===== src/rtl/alu_seq.sv =====
// alu_seq: handshaked execute-stage ALU with one-cycle ops and optional iterative multiply (ALU_SEQ_MUL_EN)
module alu_seq #(
    parameter int WIDTH = 16
) (
    input  logic             clk,
    input  logic             rst_n,
    input  logic             in_valid,
    output logic             in_ready,
    input  logic [3:0]       op,
    input  logic [WIDTH-1:0] a,
    input  logic [WIDTH-1:0] b,
    input  logic             sign,
    output logic             out_valid,
    input  logic             out_ready,
    output logic [WIDTH-1:0] result,
    output logic             ofl,
    output logic             err
);
    localparam int SHW = $clog2(WIDTH);
    localparam int HW = WIDTH / 2;
    localparam logic [SHW:0] WV = WIDTH[SHW:0];

`ifdef ALU_SEQ_MUL_EN
    typedef enum logic [1:0] {IDLE, DONE, MUL} state_t;
`else
    typedef enum logic [1:0] {IDLE, DONE} state_t;
`endif

    state_t state_q, state_d;
    logic [WIDTH-1:0] result_q, result_d;
    logic ofl_q, ofl_d, err_q, err_d;
    logic accept;
    logic [WIDTH:0] sum;
    logic [WIDTH-1:0] diff, rol, ror, btr, alu_r;
    logic [SHW-1:0] sh;
    logic [SHW:0] inv;
    logic lt, eq, sovf_add, sovf_sub, alu_o, alu_e;

`ifdef ALU_SEQ_MUL_EN
    logic [2*WIDTH-1:0] acc_q, acc_d, mcand_q, mcand_d;
    logic [WIDTH-1:0] mplier_q, mplier_d;
    logic [SHW:0] cnt_q, cnt_d;
`endif

    assign in_ready = (state_q == IDLE) || (state_q == DONE && out_ready);
    assign accept = in_valid && in_ready;
    assign out_valid = state_q == DONE;
    assign result = result_q;
    assign ofl = ofl_q;
    assign err = err_q;

    assign sum = {1'b0, a} + {1'b0, b};
    assign diff = a - b;
    assign sh = b[SHW-1:0];
    // complementary shift is WIDTH-sh; at sh=0 it shifts everything out, leaving a unchanged
    assign inv = WV - {1'b0, sh};
    assign rol = (a << sh) | (a >> inv);
    assign ror = (a >> sh) | (a << inv);
    assign eq = a == b;
    assign lt = sign ? ($signed(a) < $signed(b)) : (a < b);
    assign sovf_add = (a[WIDTH-1] == b[WIDTH-1]) && (sum[WIDTH-1] != a[WIDTH-1]);
    assign sovf_sub = (a[WIDTH-1] != b[WIDTH-1]) && (diff[WIDTH-1] != a[WIDTH-1]);

    for (genvar i = 0; i < WIDTH; i++) begin : g_btr
        assign btr[i] = a[WIDTH-1-i];
    end

    // single-cycle operation results and flags
    always_comb begin
        alu_r = '0;
        alu_o = 1'b0;
        alu_e = 1'b0;
        case (op)
            4'd0: begin alu_r = sum[WIDTH-1:0]; alu_o = sign ? sovf_add : sum[WIDTH]; end
            4'd1: begin alu_r = diff; alu_o = sign ? sovf_sub : (a < b); end
            4'd2: alu_r = a ^ b;
            4'd3: alu_r = a & ~b;
            4'd4: alu_r = rol;
            4'd5: alu_r = a << sh;
            4'd6: alu_r = ror;
            4'd7: alu_r = a >> sh;
            4'd8: alu_r = {{(WIDTH-1){1'b0}}, eq};
            4'd9: alu_r = {{(WIDTH-1){1'b0}}, lt};
            4'd10: alu_r = {{(WIDTH-1){1'b0}}, lt | eq};
            4'd11: alu_r = {{(WIDTH-1){1'b0}}, sum[WIDTH]};
            4'd12: alu_r = {a[HW-1:0], b[HW-1:0]};
            4'd13: alu_r = btr;
            default: alu_e = 1'b1;
        endcase
    end

    // handshake FSM next state, result capture and multiply iteration
    always_comb begin
        state_d = state_q;
        result_d = result_q;
        ofl_d = ofl_q;
        err_d = err_q;
`ifdef ALU_SEQ_MUL_EN
        acc_d = acc_q;
        mcand_d = mcand_q;
        mplier_d = mplier_q;
        cnt_d = cnt_q;
        if (state_q == MUL) begin
            if (cnt_q == WV) begin
                state_d = DONE;
                result_d = acc_q[WIDTH-1:0];
                ofl_d = |acc_q[2*WIDTH-1:WIDTH];
                err_d = 1'b0;
            end else begin
                acc_d = acc_q + (mplier_q[0] ? mcand_q : '0);
                mcand_d = mcand_q << 1;
                mplier_d = mplier_q >> 1;
                cnt_d = cnt_q + (SHW+1)'(1);
            end
        end
`endif
        if (accept) begin
            state_d = DONE;
            result_d = alu_r;
            ofl_d = alu_o;
            err_d = alu_e;
`ifdef ALU_SEQ_MUL_EN
            if (op == 4'd14) begin
                state_d = MUL;
                acc_d = '0;
                mcand_d = {{WIDTH{1'b0}}, a};
                mplier_d = b;
                cnt_d = '0;
            end
`endif
        end else if (state_q == DONE && out_ready) begin
            state_d = IDLE;
        end
    end

    // state registers; reset abandons any multiply in flight
    always_ff @(posedge clk) begin
        if (!rst_n) begin
            state_q <= IDLE;
            result_q <= '0;
            ofl_q <= 1'b0;
            err_q <= 1'b0;
`ifdef ALU_SEQ_MUL_EN
            acc_q <= '0;
            mcand_q <= '0;
            mplier_q <= '0;
            cnt_q <= '0;
`endif
        end else begin
            state_q <= state_d;
            result_q <= result_d;
            ofl_q <= ofl_d;
            err_q <= err_d;
`ifdef ALU_SEQ_MUL_EN
            acc_q <= acc_d;
            mcand_q <= mcand_d;
            mplier_q <= mplier_d;
            cnt_q <= cnt_d;
`endif
        end
    end
endmodule


===== config.mk =====
export PLATFORM = sky130hd
export DESIGN_NAME = alu_seq
export DESIGN_NICKNAME = d
export VERILOG_FILES = /design/src/rtl/alu_seq.sv
export SDC_FILE = /design/constraint.sdc
export NUM_CORES = 1
export LEC_CHECK = 0
export ABC_CLOCK_PERIOD_IN_PS = 3200
export CAP_MARGIN = 20
export CORE_MARGIN = 2
export CORE_UTILIZATION = 54
export DETAILED_ROUTE_END_ITERATION = 8
export PLACE_DENSITY = 0.76
export REMOVE_ABC_BUFFERS = 1
export SLEW_MARGIN = 10
export SYNTH_ARGS = -nofsm -noshare
export SYNTH_HDL_FRONTEND = slang
export SYNTH_SLANG_ARGS = --single-unit

===== constraint.sdc =====
create_clock -name clk -period 3.2 [get_ports clk]
set_input_delay 0.64 -clock clk [delete_from_list [all_inputs] [get_ports clk]]
set_output_delay 0.64 -clock clk [all_outputs]
set_load 0.02 [all_outputs]

==> results of run 1 <==
[metal layers]
metal / vias to the layer above / routed length, um
li1: 3620 / -
met1: 3985 / 11120
met2: 768 / 12680
met3: 173 / 4707
met4: 0 / 1959
met5: - / 0
[final cells by class]
type / instances / area share (%)
inverter: 37 / 1.661
clock buffer: 3 / 0.8981
clock inverter: 1 / 0.05987
multi-input combinational: 706 / 65.20
sequential: 19 / 4.550
timing repair buffer: 260 / 25.49
tap: 143 / 2.140
[state kept, by name, summed over array words and instances, names as in the netlist]
register	count
ofl	1
err	1
state_q	1
result	16
[stage by stage]
step / std cells / setup TNS, ns / instance area [um^2] / hold WS (ns) / setup slack [ns]
2_1_floorplan: 762 / -6.649 / 5816 / 0.5389 / -0.9614
3_3_place_gp: 1164 / -3.293 / 8143 / 0.4362 / -0.3340
3_5_place_dp: 1164 / -4.042 / 8143 / 0.4463 / -0.4306
4_1_cts: 1168 / 0 / 8260 / 0.4599 / 0.01195
5_1_grt: 1169 / -0.2611 / 8359 / 0.4949 / -0.1232
6_report: 1169 / -0.002243 / 8359 / 0.4600 / -0.002243
[power by group]
part           switching (mW)  internal (mW)
Clock                   0.106          0.168
Sequential             0.0149          0.253
Combinational           0.843          0.665
[critical path, stage by stage]
cell and delay [ns]:
clkdlybuf4s50_1 0.53, ha_1 0.40, buf_4 0.20, and4_1 0.26, a211oi_2 0.29, buf_4 0.16, nand2_1 0.10, a221oi_1 0.33
a21oi_1 0.14, o311a_1 0.30
[cells by family after synthesis]
group,after synthesis
multiplexers,82
buffers and inverters,120
flip-flops,19
AND/OR/NAND/NOR,296
XOR/XNOR,6
AO/OA/AOI/OAI,286
adder cells (fa/ha/maj),36
[cell usage in the layout (no fill, tap or decap), types with 7 or more instances in the layout]
cell and n:
o211ai_1 18, a21o_1 11, o22ai_1 11, nand2_1 75, o21ai_0 37, and2_1 7
mux2i_1 25, inv_1 34, a21oi_1 51, ha_1 33, buf_4 197, nor2b_1 20
a31oi_1 17, a22oi_1 9, o31a_1 8, nand3_1 16, nand2b_1 9, dfxtp_1 19
nor2_1 97, mux2_2 20, mux4_2 36, nor3_1 27, a211oi_1 11, a221oi_1 10
clkdlybuf4s50_1 56
[final timing paths]
| check | cells past startpoint | end | from |
|---|---|---|---|
| min reg2reg | 2 | result[2] | result[2] |
| max | 10 | result[11] | a[7] |
| min | 2 | result[2] | result[2] |
| max reg2reg | 7 | result[0] | state_q[0] |
[repair_timing]
action / CTS / global route
setup buffers: 0 / 1
endpoints found under the setup margin: 7 / 12
pin swaps: 1 / 5
resized for setup: 10 / 18
==> flow_summary_export.csv, run 1 <==
group,metric,value,unit
finish,fin_nets,1104,
critical_path,arrival,3.35,ns
critical_path,cp.required,3.34,ns
synth,muxShareOfSynthArea,21.10,%
power,leakagePower,3.491,nW
sta,drv_slew,0,
synth,synthTopCellsByCount,"nor2_1 (97), nand2_1 (76), a21oi_1 (52)",
synth,synthFlopType,"dfxtp_1",
critical_path,critPathKind,"input pin to flop",
finish,n_fill_cell,937,
sta,worstMarginPinSlew,1.133,ns
sta,hold_viol_final,0,
worst_hold_path,min-delay-path-class,"flop to flop",
floorplan,core-area,11320,um^2
synth,synth_edf_count,0,
critical_path,critPathLaunchType,"input pin",
synth,synthAdderAreaFrac,7.482,%
finish,multiInputGateArea,5450,um^2
global_routing,use_met3,16.98,%
synth,synth.cell_area,6221,um^2
placed_design,io_buffers,60,
floorplan,std_cell_rows,39,
detailed_routing,drtIter0Drc,1259,
synth,yosys.area.top_type_share,13.03,%
finish,drive_gt1_share,28.65,%
synth,netlist-cell-type-count,81,
floorplan,dieHeight,111.3,um
clock_tree,clockBufferDepth,2,
synth,synth.area.top_cells,"mux4_2 (13%), ha_1 (6.8%), dfxtp_1 (6.1%), nor2_1 (5.9%), nand2_1 (4.6%)",
critical_path,crit_path_max_fanout,10,
clock_tree,cts_hold_buf,0,
floorplan,dieArea,12390,um^2
status,outcome,"finished, violations left",
critical_path,r2r_slack,1.15,ns
synth,ys_seq_area_share,6.114,%
global_routing,grt_max_degree,25,
sta,fmax,312.3,MHz
global_routing,antenna_found_initial,0,
critical_path,endpoint_kind,"flop",
floorplan,start_util,54.95,%
floorplan,io_pins,61,
finish,antenna_cells,0,
power,ir_worst_vdd,0.0003233,V
detailed_routing,drcViolationCount,0,
clock_tree,clock_latency,0.26,ns
global_routing,met1_usage,60.41,%
finish,utilization,73.84,%
sta,slew_headroom,23.35,%
synth,synth_xor_area_share,0.8447,%
global_routing,grt_pass1_wl,45530,um
sta,setup_viol,1,
sta,fin_ws,-0.002243,ns
flow_run,maxCapViolations,0,
clock_tree,cts_root_buffer,"clkbuf_16",
power,power_density,245.3,nW/um^2
synth,netlist_instances,845,
synth,synth_top_family_by_area,"compound AO/OA/AOI/OAI gates",
clock_tree,clk_pin_slew_worst_paths,0.06,ns
detailed_routing,wl_per_cell,26.06,um
sta,skew,0.004118,ns
global_routing,grt-busiest-layer,"met2",
global_routing,grt_pass1_vias,8044,
clock_tree,cts_buffers,3,
synth,yosys_warnings,0,
global_routing,grtUsageMet2,69.23,%
detailed_routing,vias,8546,
power,fin_total_pwr,2.050,mW
global_routing,groute.usage.overall,46.69,%
synth,synthArstFlopShare,0,%
synth,yosys_register_bits,19,
synth,syn_area_per_cell,7.362,um^2
detailed_routing,wl,30470,um
sta,period_minus_slack,3.202,ns
sta,rsz0062_at_grt,"yes",
clock_tree,clock-sinks,19,
placed_design,hpwl,24080,um
detailed_routing,firstDrtPassIters,7,
synth,synth-simple-area-share,22.81,%
detailed_routing,viasPerCell,7.311,
synth,yosys.cell_count.top_type,"nor2_1",
synth,synth_compound_area_share,32.90,%
status,violations,"setup timing",
clock_tree,htreeDepth,1,
sta,min_period_over_period,100.1,%
finish,synthToLayoutAreaGrowth,34.37,%
synth,yosys.area.top_type,"mux4_2",
clock_tree,tritoncts,"yes",
finish,regArea,380.4,um^2
global_routing,overflow,0,
detailed_routing,final_antenna_net_count,0,
floorplan,die_x,111.3,um
placed_design,globalplace.congestion,1.156,
No activity file was read; power rests on OpenSTA's default activity.
==> run 2: changes to the inputs <==
--- a/config.mk
+++ b/config.mk
@@ -7,8 +7,11 @@
 export LEC_CHECK = 0
 export ABC_CLOCK_PERIOD_IN_PS = 3200
 export CAP_MARGIN = 20
+export CELL_PAD_IN_SITES_DETAIL_PLACEMENT = 1
+export CELL_PAD_IN_SITES_GLOBAL_PLACEMENT = 2
+export CORE_ASPECT_RATIO = 2
 export CORE_MARGIN = 2
-export CORE_UTILIZATION = 54
+export CORE_UTILIZATION = 31
 export DETAILED_ROUTE_END_ITERATION = 8
 export PLACE_DENSITY = 0.76
 export REMOVE_ABC_BUFFERS = 1
==> flow_summary_export.csv, run 2 (synthesized netlist as in run 1, its figures left out) <==
group,metric,value,unit
detailed_routing,wl,39620,um
placed_design,dp_cells,1316,
finish,fin_cells,1321,
clock_tree,clock_latency,0.27,ns
power,power_density,249.5,nW/um^2
critical_path,crit_family,"buffers and inverters",
finish,drive_gt1_share,30.72,%
finish,fin_nets,1136,
critical_path,max_stage_delay,0.50,ns
sta,fin_ws,0.06880,ns
power,p_sw_share,47.91,%
finish,utilization,45.13,%
power,clockPowerShare,13.2,%
clock_tree,post_cts_buffers,0,
sta,whs,0.4825,ns
clock_tree,htreeDepth,1,
critical_path,crit_buf_inv,5,
sta,rsz0062_at_grt,"no",
critical_path,crit_path_max_fanout,22,
floorplan,dieHeight,204.3,um
floorplan,core-area,19820,um^2
finish,final_common_cell,"buf_4",
flow_run,maxCapViolations,0,
finish,layout_common_cells,"buf_4 (214), nor2_1 (96), nand2_1 (75)",
clock_tree,cts_root_buffer,"clkbuf_16",
clock_tree,clockBufferDepth,2,
global_routing,groute.usage.overall,37.02,%
global_routing,grt-busiest-layer,"met2",
critical_path,cp_common_cell,"buf_4",
power,fin_total_pwr,2.232,mW
detailed_routing,firstDrtPassIters,5,
floorplan,io_pins,61,
sta,hold_viol_final,0,
critical_path,endpoint_kind,"flop",
detailed_routing,drtIter0Drc,420,
floorplan,die_x,104.2,um
global_routing,grt_pass1_wl,57880,um
critical_path,slowest_stage,"clkdlybuf4s50_1",
status,outcome,"finished, final reports clean",
detailed_routing,viasPerCell,6.315,
critical_path,crit_chain,"clkdlybuf4s50_1, buf_4, buf_6, xor2_4, buf_12, mux4_1, a22oi_1, o31ai_1, nor3_2, buf_4, o21ai_0",
sta,finalSetupTns,0,ns
sta,skew,0.005479,ns
placed_design,preCtsSetupSlack,-0.4582,ns
power,seqPwrFrac,12.0,%
critical_path,critPathLaunchType,"input pin",
detailed_routing,vias,8342,
finish,largest_register_ffs,16,
global_routing,grt_max_degree,48,
clock_tree,clk_pin_slew_worst_paths,0.06,ns
clock_tree,clock-sinks,19,
sta,fmax,319.4,MHz
placed_design,dpl_cell_area,8722,um^2
power,p_sw,1.069,mW
global_routing,overflow,0,
placed_design,globalplace.congestion,1.047,
placed_design,hpwl,32490,um
global_routing,use_met3,3.922,%
clock_tree,cts_buffers,3,
worst_hold_path,min-delay-path-class,"flop to flop",
power,p_comb_share,74.9,%
floorplan,std_cell_rows,73,
detailed_routing,wl_per_cell,29.99,um
critical_path,arrival,3.25,ns
finish,stdcell_area,8945,um^2
global_routing,grt_pass1_vias,8926,
critical_path,cp.required,3.32,ns
power,internal_power,1.162,mW
global_routing,antenna_found_initial,1,
detailed_routing,final_antenna_net_count,0,
sta,period_minus_slack,3.131,ns
sta,drv_slew,0,
finish,synthToLayoutAreaGrowth,43.79,%
sta,worstMarginPinSlew,0.7484,ns
sta,min_period_over_period,97.85,%
critical_path,critPathKind,"input pin to flop",
placed_design,io_buffers,60,
power,leakagePower,3.721,nW
clock_tree,tritoncts,"yes",
sta,setup_viol,0,
power,ir_worst_vdd,0.0001477,V
detailed_routing,drcViolationCount,0,
floorplan,start_util,31.39,%
global_routing,met1_usage,35.19,%
sta,slew_headroom,49.47,%
global_routing,grtUsageMet2,68.21,%
floorplan,dieArea,21290,um^2
-- run 2: cell count changes in the layout (fill, tap and decap cells not counted), sizes merged --
cell / before / now
diode: 0 / 1
dlygate4sd2: 1 / 2
clkdlybuf4s50: 56 / 55
buf: 202 / 234
-- run 2: area by class of cell --
cell class	count	area [um^2]
Sequential cell	19	380.4
Timing Repair Buffer	292	2549
Inverter	37	138.9
Clock buffer	3	75.07
Fill cell	2478	10880
Multi-Input combinational cell	706	5466
Clock inverter	1	5.005
Antenna cell	1	2.502
Tap cell	262	327.8
-- run 2: routing by layer --
layer	up-vias	part of all wire (%)
met5	-	0
met4	0	12
met3	185	4.5
met2	345	52
met1	4143	32
li1	3669	-
-- run 2: final timing paths --
path              startpoint          to  slack, ns  cells after the start
hold reg to reg    result[3]   result[3]       0.48                      1
hold / removal     result[3]   result[3]       0.48                      1
setup reg to reg  state_q[0]  result[14]       1.12                      7
setup / recovery        b[2]   result[2]       0.07                     11
-- run 2: timing repair --
action | CTS | global route
setup endpoints to repair | 10 | 13
pin swaps | 0 | 1
gates resized for setup | 10 | 23
hold buffers | 0 | 0
-- run 2: power groups by stage --
| stage | logic [mW] | registers [mW] | clock network [mW] |
|---|---|---|---|
| 2_1_floorplan | 0.687 | 0.287 | 0 |
| 3_3_place_gp | 1.59 | 0.272 | 0 |
| 3_5_place_dp | 1.60 | 0.272 | 0 |
| 4_1_cts | 1.62 | 0.267 | 0.300 |
| 5_1_grt | 1.76 | 0.268 | 0.304 |
| 6_report | 1.67 | 0.267 | 0.294 |
